$ cat src/rtl/kmul_pkg.sv
// Shared definitions for the iterative Karatsuba multiplier.
//   kmul_half(w)  : half operand width used by the shared core
//   kmul_lat(l)   : accept-to-out_valid latency for a core latency of l cycles
//   kmul_state_t  : sequencing states of the top-level FSM
package kmul_pkg;

  typedef enum logic [2:0] {IDLE, P_LO, P_HI, P_MID, COMBINE, HOLD} kmul_state_t;

  function automatic int kmul_half(input int w);
    return w / 2;
  endfunction

  function automatic int kmul_lat(input int mul_lat);
    return 3 * mul_lat + 1;
  endfunction

endpackage

$ cat src/rtl/kmul_core_pipe.sv
// (H+1)x(H+1) unsigned multiplier followed by MUL_LAT register stages.
//   clk, reset (async, active low, clears every stage)
//   a, b : H+1-bit operands (the extra bit carries the xl+xh / yl+yh sum)
//   p    : 2H+2-bit product, valid MUL_LAT cycles after a/b were presented
module kmul_core_pipe #(
  parameter int H       = 23,
  parameter int MUL_LAT = 1
) (
  input  logic           clk,
  input  logic           reset,
  input  logic [H:0]     a,
  input  logic [H:0]     b,
  output logic [2*H+1:0] p
);

  logic [2*H+1:0]                 prod;
  logic [MUL_LAT-1:0][2*H+1:0]    stage;

  assign prod = {{(H+1){1'b0}}, a} * {{(H+1){1'b0}}, b};

  always_ff @(posedge clk or negedge reset) begin
    if (!reset) begin
      stage <= '0;
    end else begin
      stage[0] <= prod;
      for (int i = 1; i < MUL_LAT; i++) stage[i] <= stage[i-1];
    end
  end

  assign p = stage[MUL_LAT-1];

endmodule

$ cat src/rtl/karatsuba_mul_iter.sv
// Unsigned WIDTH x WIDTH -> 2*WIDTH multiplier, one-level Karatsuba, with one
// half-width core reused over three passes (lo, hi, mid).
//   clk, reset (async, active low)
//   in_valid/in_ready/x/y       : operand handshake
//   out_valid/out_ready/out     : product handshake, out held until accepted
//   busy                        : high whenever the FSM is not IDLE
module karatsuba_mul_iter
  import kmul_pkg::*;
#(
  parameter int WIDTH   = 46,
  parameter int MUL_LAT = 1
) (
  input  logic               clk,
  input  logic               reset,
  input  logic               in_valid,
  output logic               in_ready,
  input  logic [WIDTH-1:0]   x,
  input  logic [WIDTH-1:0]   y,
  output logic               out_valid,
  input  logic               out_ready,
  output logic [2*WIDTH-1:0] out,
  output logic               busy
);

  localparam int H  = kmul_half(WIDTH);
  localparam int P  = 2*H + 2;
  localparam int OW = 2*WIDTH;
  localparam int CW = $clog2(MUL_LAT + 1);
  localparam logic [CW-1:0] CNT_LAST = CW'(MUL_LAT - 1);

  generate
    if (WIDTH % 2 != 0) begin : g_width_odd
      $error("karatsuba_mul_iter: WIDTH must be even");
    end
    if (MUL_LAT < 1) begin : g_lat_bad
      $error("karatsuba_mul_iter: MUL_LAT must be >= 1");
    end
  endgenerate

  kmul_state_t     state;
  logic [WIDTH-1:0] xr, yr;
  logic [P-1:0]    m00, m11, mid, core_p;
  logic [H:0]      core_a, core_b;
  logic [OW-1:0]   mid_w, sum;
  logic [CW-1:0]   cnt;
  logic            pass_done, accept;

  assign pass_done = (cnt == CNT_LAST);
  assign in_ready  = (state == IDLE) || (state == HOLD && out_ready);
  assign accept    = in_valid && in_ready;
  assign busy      = (state != IDLE);

  // Each pass holds its operands for MUL_LAT cycles. The core is pipelined,
  // so a pass's product shows up on core_p during the following pass:
  // lo product during P_HI, hi product during P_MID, mid product in COMBINE.
  always_comb begin
    core_a = '0;
    core_b = '0;
    case (state)
      P_LO: begin
        core_a = {1'b0, xr[H-1:0]};
        core_b = {1'b0, yr[H-1:0]};
      end
      P_HI: begin
        core_a = {1'b0, xr[WIDTH-1:H]};
        core_b = {1'b0, yr[WIDTH-1:H]};
      end
      P_MID: begin
        core_a = {1'b0, xr[H-1:0]} + {1'b0, xr[WIDTH-1:H]};
        core_b = {1'b0, yr[H-1:0]} + {1'b0, yr[WIDTH-1:H]};
      end
      default: ;
    endcase
  end

  kmul_core_pipe #(.H(H), .MUL_LAT(MUL_LAT)) u_core (
    .clk   (clk),
    .reset (reset),
    .a     (core_a),
    .b     (core_b),
    .p     (core_p)
  );

  // mid = (xl+xh)(yl+yh) - xh*yh - xl*yl = xl*yh + xh*yl, never negative.
  // m10 is consumed straight off the core output during COMBINE.
  always_comb begin
    mid   = core_p - m11 - m00;
    mid_w = '0;
    mid_w[P-1:0] = mid;
    sum   = {m11[2*H-1:0], m00[2*H-1:0]} + (mid_w << H);
  end

  always_ff @(posedge clk or negedge reset) begin
    if (!reset) begin
      state     <= IDLE;
      cnt       <= '0;
      xr        <= '0;
      yr        <= '0;
      m00       <= '0;
      m11       <= '0;
      out       <= '0;
      out_valid <= 1'b0;
    end else begin
      case (state)
        IDLE: if (accept) begin
          xr    <= x;
          yr    <= y;
          cnt   <= '0;
          state <= P_LO;
        end
        P_LO: if (pass_done) begin
          cnt   <= '0;
          state <= P_HI;
        end else cnt <= cnt + CW'(1);
        P_HI: begin
          m00 <= core_p;
          if (pass_done) begin
            cnt   <= '0;
            state <= P_MID;
          end else cnt <= cnt + CW'(1);
        end
        P_MID: begin
          m11 <= core_p;
          if (pass_done) begin
            cnt   <= '0;
            state <= COMBINE;
          end else cnt <= cnt + CW'(1);
        end
        COMBINE: begin
          out       <= sum;
          out_valid <= 1'b1;
          state     <= HOLD;
        end
        HOLD: if (out_valid && out_ready) begin
          out_valid <= 1'b0;
          if (in_valid) begin
            xr    <= x;
            yr    <= y;
            cnt   <= '0;
            state <= P_LO;
          end else state <= IDLE;
        end
        default: state <= IDLE;
      endcase
    end
  end

endmodule

$ cat config.mk
export PLATFORM = sky130hd
export DESIGN_NAME = karatsuba_mul_iter
export DESIGN_NICKNAME = d
export VERILOG_FILES = /design/src/rtl/kmul_pkg.sv /design/src/rtl/kmul_core_pipe.sv /design/src/rtl/karatsuba_mul_iter.sv
export SDC_FILE = /design/constraint.sdc
export NUM_CORES = 2
export LEC_CHECK = 0
export ABC_CLOCK_PERIOD_IN_PS = 14650
export BUFFER_PORTS_ARGS = -buffer_cell sky130_fd_sc_hd__clkbuf_2
export CAP_MARGIN = 20
export CORE_MARGIN = 1
export CORE_UTILIZATION = 60
export DETAILED_ROUTE_END_ITERATION = 16
export PLACE_DENSITY_LB_ADDON = 0.1
export SLEW_MARGIN = 5
export SYNTH_ARGS = -nofsm -noshare
export SYNTH_HDL_FRONTEND = slang
export SYNTH_SLANG_ARGS = --single-unit
$ cat constraint.sdc
create_clock -name clk -period 14.65 [get_ports clk]
set_input_delay 1.465 -clock clk [delete_from_list [all_inputs] [get_ports clk]]
set_output_delay 1.465 -clock clk [all_outputs]
set_load 0.05 [all_outputs]
==> report_table.html <==
<table>
<tr><th>Metric</th><th>Value</th></tr>
<tr><th colspan="2">Yosys</th></tr>
<tr><td>Area share of the largest cell type after synthesis</td><td>26.6%</td></tr>
<tr><td>Share of synthesized area occupied by flip-flops and latches</td><td>20.8%</td></tr>
<tr><td>Cell accounting for the most synthesized area</td><td>sky130_fd_sc_hd__fa_1</td></tr>
<tr><td>Primary flip-flop cell chosen by synthesis mapping</td><td>sky130_fd_sc_hd__dfrtp_1</td></tr>
<tr><td>Post-Synthesis Cell Area</td><td>0.0400 mm2</td></tr>
<tr><td>Adder and majority gate portion of the synthesized area</td><td>36.5%</td></tr>
<tr><td>Combinational family with the most area after synthesis</td><td>adder cells</td></tr>
<tr><td>Xor/xnor cell area share of the yosys netlist</td><td>4.23%</td></tr>
<tr><td>Number of nets in the synthesized netlist</td><td>5401</td></tr>
<tr><td>Most used standard cells in the synthesized netlist</td><td>755 x sky130_fd_sc_hd__nand2_1, 668 x sky130_fd_sc_hd__inv_1, 532 x sky130_fd_sc_hd__fa_1</td></tr>
<tr><td>Proportion of synthesized area in mux cells</td><td>3.00%</td></tr>
<tr><td>Total of flip-flops plus latches after synthesis</td><td>332</td></tr>
<tr><td>Count leader, synth</td><td>sky130_fd_sc_hd__nand2_1</td></tr>
<tr><td>Count of synthesis-stage warnings from yosys</td><td>0</td></tr>
<tr><td>Async SR Flop Fraction</td><td>100%</td></tr>
<tr><td>Synthesized area divided by synthesized cell count</td><td>8.97 um2</td></tr>
<tr><td>Area fraction in compound gates after synthesis</td><td>13.4%</td></tr>
<tr><td>Top post-synthesis cells by area</td><td>sky130_fd_sc_hd__fa_1 27%, sky130_fd_sc_hd__dfrtp_1 21%, sky130_fd_sc_hd__ha_1 9.9%</td></tr>
<tr><td>Number of enable-type register cells in the synthesized netlist</td><td>0</td></tr>
<tr><td>Synthesized-area fraction occupied by and/or/nand/nor cells</td><td>13.7%</td></tr>
<tr><td>Number of distinct library cells after synthesis</td><td>91</td></tr>
<tr><td>Number of instances in the synthesized netlist</td><td>4456</td></tr>
<tr><th colspan="2">STA</th></tr>
<tr><td>Setup total negative slack</td><td>0 ps</td></tr>
<tr><td>Number of setup violations in the final report</td><td>0</td></tr>
<tr><td>Setup repair after global routing missed its margin</td><td>no</td></tr>
<tr><td>Worst-case headroom to the max-slew limit</td><td>19.0%</td></tr>
<tr><td>Max Transition Viols Final</td><td>0</td></tr>
<tr><td>Worst-case clock skew</td><td>30.5 ps</td></tr>
<tr><td>Slew @ Worst Pin</td><td>1210 ps</td></tr>
<tr><td>Final count of hold timing violations</td><td>0</td></tr>
<tr><td>Achievable clock frequency</td><td>97.6 MHz</td></tr>
<tr><td>Portion of the clock cycle consumed by the worst path in the final layout</td><td>69.9%</td></tr>
<tr><td>Post-route minimum period</td><td>10240 ps</td></tr>
<tr><th colspan="2">CTS</th></tr>
<tr><td>Clock tree from TritonCTS</td><td>built</td></tr>
<tr><td>Clock tree root driver cell</td><td>sky130_fd_sc_hd__clkbuf_16</td></tr>
<tr><td>Clock transition at the register clock pins on the worst setup and hold paths after CTS</td><td>70 ps</td></tr>
<tr><td>Count of instances resized after the clock tree is built</td><td>0</td></tr>
<tr><td>Number of setup buffers added after CTS</td><td>0</td></tr>
<tr><td>Clock insertion delay at the later pin of the skew report</td><td>600 ps</td></tr>
<tr><td>Clock net sink count</td><td>332</td></tr>
<tr><td>Cts bufs inserted</td><td>40</td></tr>
<tr><td>Hold-fix buffers at CTS</td><td>0</td></tr>
<tr><td>Clock tree buffer depth</td><td>3</td></tr>
<tr><td>CTS HTree Levels</td><td>2</td></tr>
<tr><th colspan="2">Cells and area</th></tr>
<tr><td>Number of inserted filler cells in the final layout</td><td>5628</td></tr>
<tr><td>Net total in the final layout</td><td>5469</td></tr>
<tr><td>Fraction of final layout cells with drive strength greater than 1</td><td>10.1%</td></tr>
<tr><td>Area used by multi-input combinational logic</td><td>0.0284 mm2</td></tr>
<tr><td># diodes</td><td>0</td></tr>
<tr><td>Sequential cell area</td><td>0.00831 mm2</td></tr>
<tr><td>Area growth syn-to-layout</td><td>7.53%</td></tr>
<tr><th colspan="2">Die</th></tr>
<tr><td>DIE WIDTH</td><td>260 um</td></tr>
<tr><td>Top-Level Pins</td><td>191</td></tr>
<tr><td>Core region area</td><td>0.0659 mm2</td></tr>
<tr><td>Die Ht</td><td>260 um</td></tr>
<tr><td>Die outline area</td><td>0.0677 mm2</td></tr>
<tr><td>Initial core utilization</td><td>60.7%</td></tr>
<tr><td>Total number of placement rows</td><td>94</td></tr>
<tr><th colspan="2">Routing</th></tr>
<tr><td>Vias/cell</td><td>5.84</td></tr>
<tr><td>Overall via count from detail_route</td><td>31600</td></tr>
<tr><td>DRC errors left</td><td>0</td></tr>
<tr><td>Detailed router's first-iteration violation count</td><td>2439</td></tr>
<tr><td>DRT antenna net count</td><td>0</td></tr>
<tr><td>Length of the first detailed-routing pass in iterations</td><td>6</td></tr>
<tr><td>Final Routed Wirelength</td><td>113000 um</td></tr>
<tr><td>Routed len/inst</td><td>20.9 um</td></tr>
<tr><th colspan="2">Setup path</th></tr>
<tr><td>Slowest Stage Delay on Critical Path</td><td>870 ps</td></tr>
<tr><td>CP arrival</td><td>10750 ps</td></tr>
<tr><td>Maximum fanout along the worst path</td><td>19</td></tr>
<tr><td>Startpoint type of the worst setup path</td><td>flip-flop</td></tr>
<tr><td>Cell repeated most along the worst path</td><td>sky130_fd_sc_hd__fa_1</td></tr>
<tr><td>Sort of element at the end of the critical path</td><td>flip-flop</td></tr>
<tr><td>Data required time at the worst endpoint</td><td>15150 ps</td></tr>
<tr><td>Worst setup path class</td><td>reg -&gt; reg</td></tr>
<tr><td>CP max-delay cell</td><td>sky130_fd_sc_hd__nand2_1</td></tr>
<tr><th colspan="2">Min path</th></tr>
<tr><td>HP Class</td><td>reg -&gt; reg</td></tr>
<tr><th colspan="2">Global routing</th></tr>
<tr><td>GRT Residual Overflow</td><td>0</td></tr>
<tr><td>Wire length of the first global-routing pass</td><td>182000 um</td></tr>
<tr><td>Via count of the first global-routing pass</td><td>32300</td></tr>
<tr><td>Aggregate global-route resource usage</td><td>34.9%</td></tr>
<tr><td>Pin count of the biggest net entering global routing</td><td>116</td></tr>
<tr><td>Number of antenna violations at the first check in global routing</td><td>1</td></tr>
<tr><th colspan="2">Run</th></tr>
<tr><td>Number of maximum-capacitance constraint violations</td><td>0</td></tr>
<tr><th colspan="2">Placement</th></tr>
<tr><td>DP Wirelength</td><td>89900 um</td></tr>
<tr><td>Routability-driven placement congestion ratio</td><td>0.945</td></tr>
<tr><td># port buffers</td><td>190</td></tr>
<tr><th colspan="2">Outcome</th></tr>
<tr><td>Result of the run</td><td>finished, final reports clean</td></tr>
</table>
[area by class of cell]
class / instances / share of cell area, %
multi-input combinational: 3244 / 66.1
sequential: 332 / 19.3
inverter: 670 / 5.85
timing repair buffer: 236 / 3.04
tap: 864 / 2.51
clock buffer: 48 / 2.49
clock inverter: 25 / 0.724
[registers in the layout, summed over array words and instances (netlist names)]
name / count
yr: 46
out_valid: 1
out: 92
m11: 48
state: 3
m00: 48
u_core.p: 48
xr: 46
[final timing paths]
kind | slack, ps | to | cells after the start | startpoint
setup / recovery | 4410 | u_core.p[42] | 32 | xr[0]
hold / removal | 480 | out[74] | 2 | out[74]
setup reg to reg | 4410 | u_core.p[42] | 32 | xr[0]
hold reg to reg | 480 | out[74] | 2 | out[74]
max in group asynchronous | 11750 | m11[45] | 3 | reset
min in group asynchronous | 850 | out[27] | 1 | reset
[cells in the final DEF, fill, tap and decap left out, drive strengths merged, types with 11 or more instances in the layout]
cell,instances
a2111oi,11
a211oi,26
a21boi,11
a21o,113
a21oi,228
a221o,11
a22oi,22
a31oi,24
and2,90
and3,24
buf,47
clkbuf,237
clkinv,12
dfrtp,332
fa,532
ha,317
inv,675
mux2,104
nand2,758
nand2b,23
nand3,53
nand4,36
nor2,149
nor2b,25
nor3,38
o211ai,15
o21a,22
o21ai,278
o21bai,21
xnor2,123
xor2,70
[critical path, delay by kind of cell (launching register included)]
family / cells / cell delay [ps]
buf+inv: 3 / 190
fa+ha+maj: 10 / 4380
xor+xnor: 2 / 410
flops: 1 / 400
compound gates: 11 / 3040
simple gates: 6 / 1750
[layer usage]
| layer | wire length [um] | track usage [%] | part of all wire (%) | vias up |
|---|---|---|---|---|
| met1 | 46400 | 45.4 | 41 | 15600 |
| met3 | 7920 | 5.79 | 7.0 | 271 |
| met2 | 52400 | 56.2 | 46 | 1231 |
| met5 | 0 | 0 | 0 | - |
| met4 | 6700 | 18.5 | 5.9 | 0 |
| li1 | - | - | - | 14500 |
[logic make-up (layout without fill, tap and decap cells)]
kind of cell	after synthesis	count (layout)
AO/OA/AOI/OAI	856	856
XOR/XNOR	193	193
adder cells (fa/ha/maj)	849	849
buffers and inverters	880	979
flip-flops	332	332
multiplexers	107	107
AND/OR/NAND/NOR	1239	1239
[through the flow]
step | worst slack (ps) | hold slack [ps] | util, % | cells | cell area [um2]
6_report | 4410 | 476 | 65.3 | 5419 | 43000
5_1_grt | 3910 | 511 | 65.3 | 5419 | 43000
4_1_cts | 4440 | 482 | 65.3 | 5419 | 43000
3_5_place_dp | 4430 | 469 | 63.2 | 5346 | 41600
3_3_place_gp | 4560 | 460 | 63.2 | 5346 | 41600
2_1_floorplan | 5970 | 467 | - | 4456 | 40000
Power is not shown: default switching activity piles up to over one toggle a cycle in this logic, so the estimate is an artifact.
